## config.mk

```make
export PLATFORM = sky130hd
export DESIGN_NAME = q_inst_dispatcher
export DESIGN_NICKNAME = d
export VERILOG_FILES = /design/src/rtl/q_disp_pkg.sv /design/src/rtl/qdisp_fifo.sv /design/src/rtl/q_inst_dispatcher.sv
export SDC_FILE = /design/constraint.sdc
export NUM_CORES = 2
export LEC_CHECK = 0
export ABC_AREA = 1
export CORE_MARGIN = 3
export CORE_UTILIZATION = 50
export DETAILED_ROUTE_END_ITERATION = 8
export HOLD_SLACK_MARGIN = 0.02
export PLACE_DENSITY = 0.69
export REMOVE_ABC_BUFFERS = 1
export SKIP_LAST_GASP = 1
export SYNTH_ARGS = -nofsm -noshare
export SYNTH_HDL_FRONTEND = slang
export SYNTH_HIERARCHICAL = 1
export SYNTH_SLANG_ARGS = --single-unit
```

## constraint.sdc

```tcl
create_clock -name clk -period 23.5 [get_ports clk]
set_input_delay 7.05 -clock clk [delete_from_list [all_inputs] [get_ports clk]]
set_output_delay 7.05 -clock clk [all_outputs]
set_load 0.01 [all_outputs]
```

## src/rtl/q_disp_pkg.sv

```systemverilog
// q_disp_pkg: shared widths, FSM encoding, write-strobe bits and entry layout
package q_disp_pkg;
  localparam int DEPTH_DEF = 16;
  localparam int INST_W_DEF = 64;
  localparam int TIME_W_DEF = 32;
  localparam int WR_GATE = 0;
  localparam int WR_MEAS = 1;
  typedef enum logic [1:0] {
    S_IDLE  = 2'd0,
    S_RUN   = 2'd1,
    S_DRAIN = 2'd2
  } state_t;
  // entry is packed msb-first as {time, inst, is_meas}
  function automatic int entry_w(int tw, int iw);
    return tw + iw + 1;
  endfunction
endpackage

```

## src/rtl/qdisp_fifo.sv

```systemverilog
// qdisp_fifo: synchronous fifo with count/full/empty, push accepted on full when popping
module qdisp_fifo #(
  parameter int W = 8,
  parameter int DEPTH = 16
) (
  input  logic                       clk,
  input  logic                       rst,
  input  logic                       push,
  input  logic                       pop,
  input  logic [W-1:0]               din,
  output logic [W-1:0]               dout,
  output logic [$clog2(DEPTH):0]     count,
  output logic                       full,
  output logic                       empty
);
  localparam int AW = $clog2(DEPTH);
  logic [W-1:0] mem [DEPTH];
  logic [AW-1:0] wp, rp;
  logic do_push, do_pop;
  assign empty = count == '0;
  assign full = count == (AW+1)'(DEPTH);
  assign do_pop = pop && !empty;
  assign do_push = push && (!full || do_pop);
  assign dout = mem[rp];
  // storage array, not reset
  always_ff @(posedge clk)
    if (do_push) mem[wp] <= din;
  // pointers and occupancy, flushed on reset
  always_ff @(posedge clk)
    if (!rst) begin
      wp <= '0;
      rp <= '0;
      count <= '0;
    end else begin
      wp <= do_push ? wp + 1'b1 : wp;
      rp <= do_pop ? rp + 1'b1 : rp;
      count <= count + (AW+1)'(do_push) - (AW+1)'(do_pop);
    end
endmodule

```

## src/rtl/q_inst_dispatcher.sv

```systemverilog
// q_inst_dispatcher: timestamps pushed quantum instructions and releases them on the run timeline
module q_inst_dispatcher
  import q_disp_pkg::*;
#(
  parameter int DEPTH = DEPTH_DEF,
  parameter int INST_W = INST_W_DEF,
  parameter int TIME_W = TIME_W_DEF
) (
  input  logic              clk,
  input  logic              rst,
  input  logic              start,
  input  logic              end_sig,
  input  logic              q_time_write,
  input  logic              q_time_sel,
  input  logic [63:0]       q_time_reg,
  input  logic [1:0]        q_reg_write,
  input  logic [INST_W-1:0] q_inst,
  output logic              q_full,
  output logic [INST_W-1:0] out_inst,
  output logic              out_is_meas,
  output logic              out_valid,
  input  logic              out_ready,
  input  logic              meas_valid,
  input  logic [5:0]        meas_qubit,
  input  logic              meas_bit,
  input  logic              meas_clr,
  output logic [63:0]       i_q_measurement,
  output logic [TIME_W-1:0] timer,
  output logic              late,
  output logic              overflow,
  output logic              idle
);
  localparam int EW = entry_w(TIME_W, INST_W);
  state_t state, state_next;
  logic [TIME_W-1:0] label, label_next, head_t, diff;
  logic [INST_W-1:0] head_inst;
  logic head_meas, push_req, push, pop, full, empty, active, due, unused_time_hi;
  logic [EW-1:0] head;
  logic [$clog2(DEPTH):0] count;
  logic [63:0] meas_next;
  assign unused_time_hi = ^q_time_reg[63:TIME_W];
  assign push_req = q_reg_write[WR_GATE] | q_reg_write[WR_MEAS];
  assign push = push_req && state != S_DRAIN;
  assign {head_t, head_inst, head_meas} = head;
  assign diff = timer - head_t;
  assign due = !diff[TIME_W-1];
  assign pop = active && !empty && due && (!out_valid || out_ready);
  assign q_full = count == ($clog2(DEPTH)+1)'(DEPTH);
  qdisp_fifo #(.W(EW), .DEPTH(DEPTH)) u_fifo (
    .clk(clk), .rst(rst), .push(push), .pop(pop),
    .din({label_next, q_inst, q_reg_write[WR_MEAS]}),
    .dout(head), .count(count), .full(full), .empty(empty)
  );
  // fsm state register
  always_ff @(posedge clk)
    state <= !rst ? S_IDLE : state_next;
  // fsm transitions; drain exits once nothing is queued or presented
  always_comb
    state_next = state == S_IDLE ? (start ? S_RUN : S_IDLE) :
                 state == S_RUN ? (end_sig ? S_DRAIN : S_RUN) :
                 (empty && !out_valid ? S_IDLE : S_DRAIN);
  // fsm outputs
  always_comb begin
    active = state != S_IDLE;
    idle = state == S_IDLE && empty;
  end
  // timing label: absolute load or relative add
  always_comb
    label_next = q_time_write ? (q_time_sel ? label + q_time_reg[TIME_W-1:0] : q_time_reg[TIME_W-1:0]) : label;
  // measurement word: clear first, then the strobed bit
  always_comb begin
    meas_next = meas_clr ? '0 : i_q_measurement;
    if (meas_valid) meas_next[meas_qubit] = meas_bit;
  end
  // label, timeline, measurement word and sticky flags
  always_ff @(posedge clk)
    if (!rst) begin
      label <= '0;
      timer <= '0;
      i_q_measurement <= '0;
      late <= 1'b0;
      overflow <= 1'b0;
    end else begin
      label <= label_next;
      timer <= (active && state_next != S_IDLE) ? timer + 1'b1 : '0;
      i_q_measurement <= meas_next;
      late <= late | (pop && timer != head_t);
      overflow <= overflow | (push_req && (state == S_DRAIN || (full && !pop)));
    end
  // registered issue stage, held until the backend accepts
  always_ff @(posedge clk)
    if (!rst) begin
      out_valid <= 1'b0;
      out_inst <= '0;
      out_is_meas <= 1'b0;
    end else if (pop) begin
      out_valid <= 1'b1;
      out_inst <= head_inst;
      out_is_meas <= head_meas;
    end else if (out_ready) begin
      out_valid <= 1'b0;
    end
endmodule

```

# Word level (Yosys, flattened, before mapping)
# Memory sizes are Yosys's and may differ from the RTL's. A register that Yosys moved wholly into a read port is not among the register bits.
# Cells that the tools add are included.
[word_totals]
inputBits = 146
mem_bits_rw = 1552
romBits = 0
mem_count = 1
ff_bits = 211
output_inout_bits = 166
word_cells = 75
latch_bits = 0
[mem_list]
columns = ["name", "words", "word_bits", "rd", "rd_clocked_by_memory_dff", "wr", "line_no", "source"]
rows = [
  ["u_fifo.mem", 16, 97, 1, 1, 1, "qdisp_fifo.sv:17", "logic [W-1:0] mem [DEPTH];"],
]
[classes]
n_mul = 0
mux = 18
n_shift = 0
n_addsub = 7
magnitude_cmp = 2
div = 0
n_eq_ne = 5
n_bitwise = 3
reduce_logical = 27
[op_table]
columns = ["operator", "n"]
rows = [
  ["64-bit 2-to-1 mux", 2],
  ["64-bit bitwise mux", 1],
  ["32-bit 2-to-1 mux", 2],
  ["32-bit by 1-bit adder with 32-bit output (second input constant)", 1],
  ["32-bit adder", 1],
  ["32-bit != test", 1],
  ["32-bit subtractor", 1],
  ["1-bit logical AND", 13],
  ["4-bit by 1-bit adder with 4-bit output (second input constant)", 2],
  ["2-bit 2-to-1 mux", 4],
  ["4-bit 2-to-1 mux", 2],
  ["6-bit by 7-bit < comparator with 1-bit output (second input constant)", 1],
  ["1-bit demux with 6-bit select", 1],
  ["6-bit by 1-bit greater-or-equal comparator with 1-bit output (second input constant)", 1],
  ["1-bit 2-to-1 mux", 6],
  ["2-bit nonzero test", 3],
  ["5-bit by 1-bit adder with 5-bit output", 1],
  ["5-bit equality test (second input constant)", 1],
  ["1-bit zero test", 5],
  ["5-bit zero test", 1],
  ["5-bit by 1-bit subtractor with 5-bit output", 1],
  ["1-bit logical OR", 3],
  ["1-bit OR", 3],
  ["2-bit by 1-bit equality test with 1-bit output (second input constant)", 1],
  ["other kinds (4)", 4],
]

# Longest topological paths before layout
[logic_depth]
depth_word = 10
depth_mapped = 37
depth_no_buf = 33

# Cells and area by module
# The synthesis kept the hierarchy.
[by_module_without_submodules]
columns = ["module", "seq_area_each_um2", "n_inst", "area_each_um2", "cells_per_inst"]
rows = [
  ["qdisp_fifo", 46945.0, 1, 66929.2, 6377],
  ["q_inst_dispatcher", 3963.8, 1, 11071.9, 1609],
]

# Worst setup path before layout
# OpenSTA, ideal clock, no wires.
[synth_timing]
kind = "input -> register"
startpoint = "input out_ready"
endpoint = "memory u_fifo/mem[0][0] (netlist name), enable pin"
t_arrival_ps = 12205
path_stages = 11
slack_ps = 10741
n_path_buf = 1
setup_ps = 553
required_time_ps = 22947
path_cell_list = "inv_1 nand2_1 nand4_4 inv_2 buf_2 inv_1 nand4_1 nand2_1 inv_1 nand2_1 nor2_1"
[synth_via]
elab_chain_len = 7
[synth_lines]
columns = ["item", "line_no", "source"]
rows = [
  ["start: declaration", "q_inst_dispatcher.sv:22", "input logic out_ready,"],
  ["1-bit logical OR", "q_inst_dispatcher.sv:47", "assign pop = active && !empty && due && (!out_valid || out_ready);"],
  ["1-bit logical AND", "q_inst_dispatcher.sv:47", ""],
  ["net pop", "q_inst_dispatcher.sv:37", "logic head_meas, push_req, push, pop, full, empty, active, due, unused_time_hi;"],
  ["1-bit logical AND", "qdisp_fifo.sv:22", "assign do_pop = pop && !empty;"],
  ["1-bit logical OR", "qdisp_fifo.sv:23", "assign do_push = push && (!full || do_pop);"],
  ["1-bit logical AND", "qdisp_fifo.sv:23", ""],
  ["1-bit 2-to-1 mux", "qdisp_fifo.sv:27", "if (do_push) mem[wp] <= din;"],
  ["1-bit 2-to-1 mux (not written as such)", "qdisp_fifo.sv:27", ""],
  ["end: declaration", "qdisp_fifo.sv:17", ""],
]
# The timed path passes the listed nets, and every way through them passes these cells.

# Worst setup path in the final report
[layout_timing]
startpoint = "input q_reg_write[1]"
endpoint = "memory u_fifo/mem[12][84] (netlist name), enable pin"
[layout_via]
elab_chain_len = 5
[layout_lines]
columns = ["item", "line_no", "source"]
rows = [
  ["start: declaration", "q_inst_dispatcher.sv:16", "input logic [1:0] q_reg_write,"],
  ["1-bit OR", "q_inst_dispatcher.sv:42", "assign push_req = q_reg_write[WR_GATE] | q_reg_write[WR_MEAS];"],
  ["1-bit logical AND", "q_inst_dispatcher.sv:43", "assign push = push_req && state != S_DRAIN;"],
  ["net push", "q_inst_dispatcher.sv:37", ""],
  ["1-bit logical AND", "qdisp_fifo.sv:23", ""],
  ["1-bit 2-to-1 mux", "qdisp_fifo.sv:27", ""],
  ["1-bit 2-to-1 mux (not written as such)", "qdisp_fifo.sv:27", ""],
]
# The timed path passes the listed nets, and every way through them passes these cells.

==> impl_results.md <==
* Status: completed
* Io pins at 312
* Multi-input gate area at 0.0203 mm²
* Die Ht at 401 µm
* Worst clock skew at 0.0268 ns
* Reg-to-Reg End: u_fifo/mem[12][84]$_DFFE_PP_
* DRC at 0
* Seq/Total Area, Yosys at 65.3%
* Final net count at 8351
* Die Width at 401 µm
* Synth Warn # at 6
* CP Launch Type: input pin
* Num CTS Buffers at 178
* CTS max path bufs at 3
* Worst path arrival time at 11.91 ns
* Relative max-transition margin at 8.48%
* GRT overflow at 0
* GR Util All Layers at 24.9%
* Hold Crit Class: flip-flop to flip-flop
* Number of enable flip-flop cells after synthesis at 1552
* Worst slew pin tran at 1.37 ns
* RD Place Congestion at 0.884
* Final WS setup at 12.01 ns
* Sequential share of power at 44.7%
* DIE AREA at 0.161 mm²
* Achievable Freq at 87.0 MHz
* First-pass GRT wire length at 309000 µm
* FILL cells at 12900
* Detailed Route WL at 203000 µm
* Design Power at 8.46 mW
* IO buf count at 279
* CTS tree: built
* WL per Instance at 19.7 µm
* CORE AREA at 0.155 mm²
* Unrepaired setup endpoints after global routing: no
* Required time worst endpoint at 23.92 ns
* Post-Layout Cell Count at 10300
* Pre-CTS setup slack at 11.25 ns
* Async SR Flop Fraction at 0%
* Combinational share of power at 22.5%
* Layout cells sized above 1 at 4.67%
* DR vias at 54900
* P_leak at 36.8 nW
* Final slew viol count at 0
* Clk_lat worst skew at 0.81 ns
* Antenna violations before repair at 10
* Postcts setup bufs at 0
* Hold-critical path depth at 2
* Detailed Place HPWL at 107000 µm
* Period Utilization, post-route at 48.9%
* Vias in the first global route at 52600
* Switch share at 30.6%
* Critical path class: input pin to flip-flop
* Worst-path clk slew at 0.06 ns
* Initial Util at 50.5%
* Post-CTS resize count at 0
* Unique masters post-synth at 48
* CTS sink cnt at 1767
* TNS Setup at 0 ns
* Most used DFF post-synth: edfxtp_1
* Max cap viols at 0
* Power per cell area at 96.1 mW/mm²
* Syn Std Cell Area at 0.0780 mm²
* Worst R2R Setup Slack at 13.77 ns
* Final setup violation count at 0
* Setup crit end kind: flip-flop
* Largest net degree at the start of global routing at 220
* Final Hold Vio Count at 0
* Min-Delay Endpoint: out_inst[1]$_SDFFE_PN0P_
* Peak VDD IR at 0.106 mV
* Syn_area_per_cell at 9.77 µm²
* Synth-to-layout area growth at 12.9%
* Dpl cells at 9993
* CTS hold repair buffers at 0
* HP Start: out_inst[1]$_SDFFE_PN0P_
* Rows at 144
* WHS at 0.480 ns
* Register area at 0.0509 mm²
* Clk root buf: clkbuf_16
* R2R depth at 31
* Vias per cell at 5.32
* DR iter-0 viols at 4928
* Switch Pwr at 2.59 mW
* Peak fanout along the critical path at 44
* Final worst path period need at 11.49 ns
* Number of routed nets with antenna violations at 0
* Clock share of power at 32.8%
* #FFs+latches synth at 1767
* H-tree levels at 4
* Syn Inst Count at 7986
* First drt pass iteration count at 6
* Cell internal pwr at 5.87 mW
## per-layer routing
metal | vias up | GRT usage, % | share of wire [%]
met5 | - | 0 | 0.011
met4 | 4 | 7.36 | 2.4
met3 | 350 | 5.16 | 8.4
met2 | 2123 | 42.1 | 48
met1 | 26300 | 32.4 | 41
li1 | 26200 | - | -
## power by group through the flow
stage,Combinational [mW],Sequential [mW],Clock [mW]
6_report,1.90,3.78,2.78
3_3_place_gp,1.86,3.84,0
4_1_cts,1.90,3.78,2.82
2_1_floorplan,1.35,3.96,0
5_1_grt,2.13,3.80,2.95
3_5_place_dp,1.89,3.85,0
## stage by stage
stage               utilization [%]  cell area, µm²
detailed placement             53.2           82300
global placement               53.2           82300
floorplan                         -           76200
CTS                            56.9           88000
global route                   56.9           88000
finish                         57.0           88000
## Yosys cell counts (all sizes together), types with 4 or more instances
cell type / number / area (µm²)
a21o: 5 / 37.5
a21oi: 106 / 531
a22oi: 64 / 480
and2: 4 / 25.0
buf: 280 / 1420
clkbuf: 105 / 395
dfxtp: 215 / 4300
edfxtp: 1552 / 46600
ha: 74 / 926
inv: 1357 / 5090
nand2: 2322 / 8720
nand3: 1216 / 6120
nand4: 14 / 103
nor2: 340 / 1320
nor3: 157 / 843
o21a: 7 / 52.6
o21ai: 116 / 581
o21bai: 5 / 37.5
xnor2: 7 / 61.3
xor2: 20 / 175
## cell type report
cell class / instances / share of cell area [%]
clock buffers: 245 / 5.61
inverters: 1359 / 5.83
diodes: 3 / 0.00853
flip-flops and latches: 1767 / 57.8
repair buffers: 348 / 3.85
well taps: 2044 / 2.90
clock inverters: 88 / 0.905
multi-input cells: 4475 / 23.1
## cell families (layout without fill, tap and decap cells)
logic type / after synthesis / after routing / share of synthesized area, %
xor gates and xnor gates: 27 / 27 / 0.303
adders and majority gates: 76 / 76 / 1.24
DFF: 1767 / 1767 / 65.3
buffers and inverters: 1744 / 2040 / 8.87
and+or+nand+nor: 4064 / 4064 / 22.1
other: 0 / 3 / 0
AOI/OAI and AO/OA: 308 / 308 / 2.25
## worst max path at each step
| stage | from | slack [ns] | end |
|---|---|---|---|
| final | q_reg_write[1] | 12.01 | u_fifo/mem[12][84]$_DFFE_PP_ |
| after detailed placement | q_reg_write[1] | 11.25 | u_fifo/mem[12][65]$_DFFE_PP_ |
| after floorplan | flip-flop | -23.63 | u_fifo/mem[0][0]$_DFFE_PP_ |
| after global placement | q_reg_write[1] | 11.37 | u_fifo/mem[12][85]$_DFFE_PP_ |
| after global routing | q_reg_write[1] | 11.81 | u_fifo/mem[12][84]$_DFFE_PP_ |
| after CTS | q_reg_write[1] | 12.10 | u_fifo/mem[12][84]$_DFFE_PP_ |
## critical path: stages
cell	delay (ns)
clkdlybuf4s50_1	0.93
nor2_1	0.26
a21oi_1	0.45
nand2_1	0.21
inv_1	0.21
nand2_1	0.26
nor2_4	0.82
buf_4	0.77
buf_4	0.85
## flip-flops by register name, summed over array words and instances, names as in the netlist, named ones only
| signal | cells |
|---|---|
| i_q_measurement | 64 |
| label | 32 |
| late | 1 |
| out_inst | 64 |
| out_is_meas | 1 |
| out_valid | 1 |
| overflow | 1 |
| state | 2 |
| timer | 32 |
| u_fifo/count | 5 |
| u_fifo/mem | 1552 |
| u_fifo/rp | 4 |
| u_fifo/wp | 4 |
## layout by cell type, fill, tap and decap left out, drive strengths merged
cell           count
edfxtp          1552
and2               4
nand3b             3
xnor2              7
or2                2
nand4             14
o21bai             5
clkinv            69
ha                74
bufinv            12
nor2             340
o21ai            116
nor4               3
and3b              1
diode              3
nand3           1216
a21o               5
a22oi             64
dfxtp            215
o211ai             1
clkinvlp           3
o21a               7
buf               72
clkbuf           245
nand2           2322
a21boi             1
a21oi            106
o221ai             1
nor3             157
o2111ai            1
inv             1363
clkdlybuf4s50    276
a31oi              1
fa                 2
nor3b              2
xor2              20
(Power assumes the default switching activity.)
